## src/rtl/dplinkseq.sv

```systemverilog
// Main-link sequencer: selects training patterns, idle pattern or stuffed video for both lanes,
// holds the stuffer in reset outside video and gates the scrambler.
module dplinkseq #(
  parameter int unsigned IDLEPER = 4096,
  parameter int unsigned SRPER   = 512
) (
  input  logic        clk,
  input  logic        reset,
  input  logic [1:0]  tps,
  input  logic        vidon,
  input  logic [15:0] dpdat0,
  input  logic [15:0] dpdat1,
  input  logic [1:0]  dpisk0,
  input  logic [1:0]  dpisk1,
  output logic [15:0] ldat0,
  output logic [15:0] ldat1,
  output logic [1:0]  lisk0,
  output logic [1:0]  lisk1,
  output logic        scren,
  output logic        stuffrst,
  output logic        training
);

  localparam int unsigned IW = (IDLEPER > 1) ? $clog2(IDLEPER) : 1;
  localparam int unsigned BW = (SRPER > 1) ? $clog2(SRPER) : 1;

  localparam logic [7:0] SymBs     = 8'hBC;  // K28.5
  localparam logic [7:0] SymSr     = 8'h1C;  // K28.0
  localparam logic [7:0] SymK285   = 8'hBC;
  localparam logic [7:0] SymD116   = 8'hCB;
  localparam logic [7:0] SymD102   = 8'h4A;
  localparam logic [7:0] VbIdNoVid = 8'h08;

  typedef enum logic [1:0] {StTps1, StTps2, StIdle, StVideo} state_e;

  state_e          state_q, state_d;
  logic [2:0]      pcnt_q, pcnt_d;
  logic [IW-1:0]   icnt_q, icnt_d;
  logic [BW-1:0]   bscnt_q, bscnt_d, bs_base;
  logic            started_q;
  logic            in_tps, pdone;
  logic [15:0]     ldat0_d, ldat1_d;
  logic [1:0]      lisk0_d, lisk1_d;

  always_comb begin
    state_d = state_q;
    pcnt_d  = 3'd0;
    icnt_d  = icnt_q;
    bscnt_d = bscnt_q;
    bs_base = bscnt_q;
    ldat0_d = '0;
    ldat1_d = '0;
    lisk0_d = '0;
    lisk1_d = '0;

    in_tps = state_q inside {StTps1, StTps2};
    // TPS2 only yields once its 5-cycle pattern has completed
    pdone  = (state_q != StTps2) || (pcnt_q == 3'd4);

    if (tps == 2'd1) begin
      if (pdone) state_d = StTps1;
    end else if (tps[1]) begin
      state_d = StTps2;
    end else if (in_tps && pdone) begin
      state_d = StIdle;
    end else if (state_q == StIdle && vidon && icnt_q == IW'(IDLEPER - 1)) begin
      state_d = StVideo;
    end else if (state_q == StVideo && !vidon) begin
      state_d = StIdle;
    end

    if (state_d == StTps2 && state_q == StTps2) begin
      pcnt_d = (pcnt_q == 3'd4) ? 3'd0 : pcnt_q + 3'd1;
    end

    if (state_d == StIdle) begin
      // Right after reset the idle position 0 has not been emitted yet
      if (state_q == StIdle && started_q) begin
        icnt_d = (icnt_q == IW'(IDLEPER - 1)) ? '0 : icnt_q + IW'(1);
      end else begin
        icnt_d = '0;
      end
      if (in_tps) bs_base = '0;
      if (icnt_d == '0) begin
        bscnt_d = (bs_base == BW'(SRPER - 1)) ? '0 : bs_base + BW'(1);
      end
    end

    unique case (state_d)
      StTps1: begin
        ldat0_d = {SymD102, SymD102};
        ldat1_d = {SymD102, SymD102};
      end
      StTps2: begin
        if (pcnt_d <= 3'd1) begin
          ldat0_d = {SymD116, SymK285};
          ldat1_d = {SymD116, SymK285};
          lisk0_d = 2'b01;
          lisk1_d = 2'b01;
        end else begin
          ldat0_d = {SymD102, SymD102};
          ldat1_d = {SymD102, SymD102};
        end
      end
      StIdle: begin
        if (icnt_d == '0) begin
          ldat0_d = {VbIdNoVid, (bs_base == '0) ? SymSr : SymBs};
          ldat1_d = ldat0_d;
          lisk0_d = 2'b01;
          lisk1_d = 2'b01;
        end
      end
      StVideo: begin
        ldat0_d = dpdat0;
        ldat1_d = dpdat1;
        lisk0_d = dpisk0;
        lisk1_d = dpisk1;
      end
      default: ;
    endcase
  end

  always_ff @(posedge clk or negedge reset) begin
    if (!reset) begin
      state_q   <= StIdle;
      pcnt_q    <= 3'd0;
      icnt_q    <= '0;
      bscnt_q   <= '0;
      started_q <= 1'b0;
      ldat0     <= '0;
      ldat1     <= '0;
      lisk0     <= '0;
      lisk1     <= '0;
      scren     <= 1'b0;
      stuffrst  <= 1'b1;
      training  <= 1'b0;
    end else begin
      state_q   <= state_d;
      pcnt_q    <= pcnt_d;
      icnt_q    <= icnt_d;
      bscnt_q   <= bscnt_d;
      started_q <= 1'b1;
      ldat0     <= ldat0_d;
      ldat1     <= ldat1_d;
      lisk0     <= lisk0_d;
      lisk1     <= lisk1_d;
      scren     <= (state_d == StIdle) || (state_d == StVideo);
      stuffrst  <= (state_d != StVideo);
      training  <= (state_d == StTps1) || (state_d == StTps2);
    end
  end

endmodule

```

## config.mk

```make
export PLATFORM = sky130hd
export DESIGN_NAME = dplinkseq
export DESIGN_NICKNAME = d
export VERILOG_FILES = /design/src/rtl/dplinkseq.sv
export SDC_FILE = /design/constraint.sdc
export NUM_CORES = 1
export LEC_CHECK = 0
export BUFFER_PORTS_ARGS = -buffer_cell sky130_fd_sc_hd__buf_4
export CORE_ASPECT_RATIO = 0.6
export CORE_MARGIN = 1
export CORE_UTILIZATION = 50
export CTS_CLUSTER_DIAMETER = 200
export DETAILED_ROUTE_END_ITERATION = 8
export HOLD_SLACK_MARGIN = 0.08
export PLACE_DENSITY = 0.76
export SLEW_MARGIN = 10
export SYNTH_ARGS = -nofsm -noshare
export SYNTH_HDL_FRONTEND = slang
export SYNTH_SLANG_ARGS = --single-unit
```

## constraint.sdc

```tcl
create_clock -name clk -period 5.6 [get_ports clk]
set_input_delay 0.84 -clock clk [delete_from_list [all_inputs] [get_ports clk]]
set_output_delay 0.84 -clock clk [all_outputs]
set_load 0.01 [all_outputs]
```

==> impl_metrics.yaml <==
outcome:
  run_status: "finished clean"
power:
  p_leak_uw: 0.00193
  p_switching_uw: 556
  p_clk_share_pct: 25.0
  p_int_uw: 1140
  p_sw_share_pct: 32.7
  powerDensity_nw_per_um2: 428
  vdd.ir_drop.worst_v: 0.000272
  p_seq_share_pct: 39.7
  share_comb_of_total_power_pct: 35.3
route:
  ant_nets: 0
  post-route-drc-count: 0
  routed_wl_mm: 7.84
  drtPass1Iterations: 6
  vias: 2707
  drt_iter0_drc: 177
  via_per_inst: 5.87
  wire_per_inst_um: 17.0
floorplanning:
  io_pins: 80
  rows: 21
  die_w_um: 104
  fp.dieH_um: 63.5
  core_um2: 5810
  dieArea_um2: 6630
  start_util_pct: 54.3
global_route:
  antenna_found_initial: 0
  grt.total_usage_pct: 26.1
  grt_pass1_vias: 2589
  grt_max_degree: 67
  grt_first_pass_wirelength_mm: 13.2
  overflow: 0
timing:
  tightestPinTransition_ns: 0.975
  hold_viol: 0
  fmax_mhz: 258
  max_slew_margin_pct: 34.6
  setup_ws_ns: 1.72
  slew_violations: 0
  setup_viol: 0
  clock_skew_ns: 0.00973
  tns_ns: 0
  period_needed_ns: 3.88
  min_period_over_period_pct: 69.3
  rsz0062_at_grt: "no"
critical_path:
  critPathArrivalTime_ns: 4.09
  critPathLaunchType: "register"
  worst-path-buf-inv: 1
  max_stage_delay_ns: 0.81
  path_delay_family: "simple AND/OR/NAND/NOR gates"
  cp_max_fo: 16
  critical_path_required_ns: 5.81
  crit_chain: "ha_1, and3_1, nand2_1, nor2_1, nor2_1, o31ai_2, and2_0, inv_1, a2bb2oi_1"
  path_class: "reg2reg"
  path_common_cell: "nor2_1"
  critPathSlowestCell: "o31ai_2"
  endpoint_kind: "register"
cells_and_area:
  fin_area_um2: 3970
  drive_above_1_share_pct: 28.3
  finish.net_count: 422
  diodes: 0
  area_growth_pct: 25.9
clock_network:
  worstSkewPairLatency_ns: 0.35
  clockRootBuffer: "clkbuf_8"
  postCtsSetupRepairBufs: 0
  cts-resized-gates: 0
  clk_path_buf_depth: 2
  cts_tree: "built"
  numClockSinks: 66
  cts_hold_buf: 0
  clkTransAtPathRegs_ns: 0.07
  htreeDepth: 3
  numCtsBuffers: 9
logic_synthesis:
  ys_ff_latch: 66
  synth_cell_types: 57
  async_flop_share_pct: 100
  syn_area_um2: 3150
  syn_nets: 349
  yosys_warnings: 0
  postSynthCellCount: 303
  synth-main-ff-cell: "dfrtp_1"
  syn_area_per_cell_um2: 10.4
  yosysSeqAreaShare_pct: 52.5
  synth_edf_count: 0
placement:
  place_area_um2: 3750
  portBuffers: 79
  dp_slack_ns: 1.71
  gp_congestion: 0.905
  dp_hpwl_mm: 5.48
worst_hold_path:
  hold_class: "reg2reg"
flow_run:
  drv_cap: 0
## logic make-up after synthesis
logic type,synth area share (%)
flip-flops,52.5
AND/OR/NAND/NOR,18.3
buffers and inverters,4.45
XOR/XNOR,1.11
AO/OA/AOI/OAI,20.8
adder cells (fa/ha/maj),1.99
other,0.119
multiplexers,0.715
## per-layer routing
| metal | vias up | track usage [%] | wire length [um] | part of all wire [%] |
|---|---|---|---|---|
| met3 | 11 | 10.2 | 864 | 11 |
| met1 | 1302 | 38.3 | 3700 | 47 |
| li1 | 1262 | - | - | - |
| met5 | - | 0 | 0 | 0 |
| met4 | 0 | 8.93 | 102 | 1.3 |
| met2 | 132 | 34.6 | 3180 | 40 |
## path summary, 6_finish.rpt
| check | depth (start not counted) | end | start | slack [ns] |
|---|---|---|---|---|
| worst max-delay path | 9 | ldat1[11] | icnt_q[0] | 1.72 |
| worst max register to register | 9 | ldat1[11] | icnt_q[0] | 1.72 |
| worst min register to register | 1 | pcnt_q[0] | pcnt_q[0] | 0.50 |
| min in group asynchronous | 1 | icnt_q[6] | reset | 0.58 |
| max in group asynchronous | 1 | ldat0[11] | reset | 4.47 |
| worst min-delay path | 1 | pcnt_q[0] | pcnt_q[0] | 0.50 |
## worst register-to-register path, delay by kind of cell (launching register included)
family,cells,cell delay (ns)
AND/OR/NAND/NOR,5,1.72
flip-flops,1,0.49
adder cells (fa/ha/maj),1,0.31
AO/OA/AOI/OAI,2,1.00
buffers and inverters,1,0.23
## registers in the layout (all words and copies together), names as in the netlist, 2 cells and up
register	cells
ldat0	16
ldat1	16
state_q	2
lisk1	2
icnt_q	12
lisk0	2
bscnt_q	9
pcnt_q	3
## placed cells by master, fill, tap and decap left out, types with 2 or more instances in the layout
cell,count
a211o_1,12
a21o_1,6
a21oi_1,11
a2bb2oi_1,4
a31oi_1,5
and2_1,4
and3_1,15
and4_1,4
buf_4,81
clkbuf_8,12
dfrtp_1,64
dfstp_2,2
ha_1,5
inv_1,9
mux2_2,2
nand2_1,18
nand2b_1,3
nand3_1,16
nand3b_1,2
nand4_1,4
nor2_1,25
nor2b_1,2
nor3_1,4
o211ai_1,2
o21ai_0,15
o21ai_1,4
o31ai_1,9
o41ai_1,5
or3_1,5
xor2_1,3
## metrics by stage
stage | hold slack (ns) | std cells | power (uW) | utilization, %
2_1_floorplan | 0.441 | 303 | 1030 | -
3_3_place_gp | 0.481 | 445 | 1270 | 64.6
3_5_place_dp | 0.489 | 445 | 1280 | 64.6
4_1_cts | 0.502 | 461 | 1710 | 68.3
5_1_grt | 0.532 | 461 | 1800 | 68.3
6_report | 0.504 | 461 | 1700 | 68.3
## cells in the mapped netlist, types with 2 or more instances
| library cell | count | area, um2 |
|---|---|---|
| mux2_2 | 2 | 22.5 |
| and4_1 | 4 | 35.0 |
| nand3_1 | 16 | 80.1 |
| a211o_1 | 12 | 105 |
| buf_2 | 6 | 30.0 |
| nand2b_1 | 3 | 18.8 |
| nand3b_1 | 2 | 15.0 |
| nor2_1 | 25 | 93.8 |
| inv_1 | 9 | 33.8 |
| o21ai_0 | 15 | 75.1 |
| and2_1 | 4 | 25.0 |
| a31oi_1 | 5 | 31.3 |
| a2bb2oi_1 | 4 | 35.0 |
| nand2_1 | 18 | 67.6 |
| dfrtp_1 | 64 | 1600 |
| nand4_1 | 4 | 25.0 |
| o211ai_1 | 2 | 15.0 |
| clkbuf_1 | 8 | 30.0 |
| xor2_1 | 3 | 26.3 |
| o41ai_1 | 5 | 43.8 |
| dfstp_2 | 2 | 52.6 |
| a21o_1 | 6 | 45.0 |
| and3_1 | 15 | 93.8 |
| o21ai_1 | 4 | 20.0 |
| a21oi_1 | 11 | 55.1 |
| nor2b_1 | 2 | 12.5 |
| buf_6 | 3 | 33.8 |
| nor3_1 | 4 | 20.0 |
| or3_1 | 5 | 31.3 |
| o31ai_1 | 9 | 67.6 |
| ha_1 | 5 | 62.6 |
## layout make-up
type | count | area (um2)
clock buffers | 13 | 169
clock inverters | 3 | 46.3
fillers | 436 | 1840
inverters | 9 | 33.8
multi-input cells | 209 | 1360
flip-flops and latches | 66 | 1650
well taps | 80 | 100
repair buffers | 81 | 608
## power by group through the flow
stage,sequential [uW],combinational (uW),clock [uW]
after CTS,675,599,435
final,675,600,425
after global placement,680,586,0
after global routing,690,657,453
after floorplan,707,320,0
after detailed placement,680,596,0
Note: power is estimated with default switching activity, not from simulation.
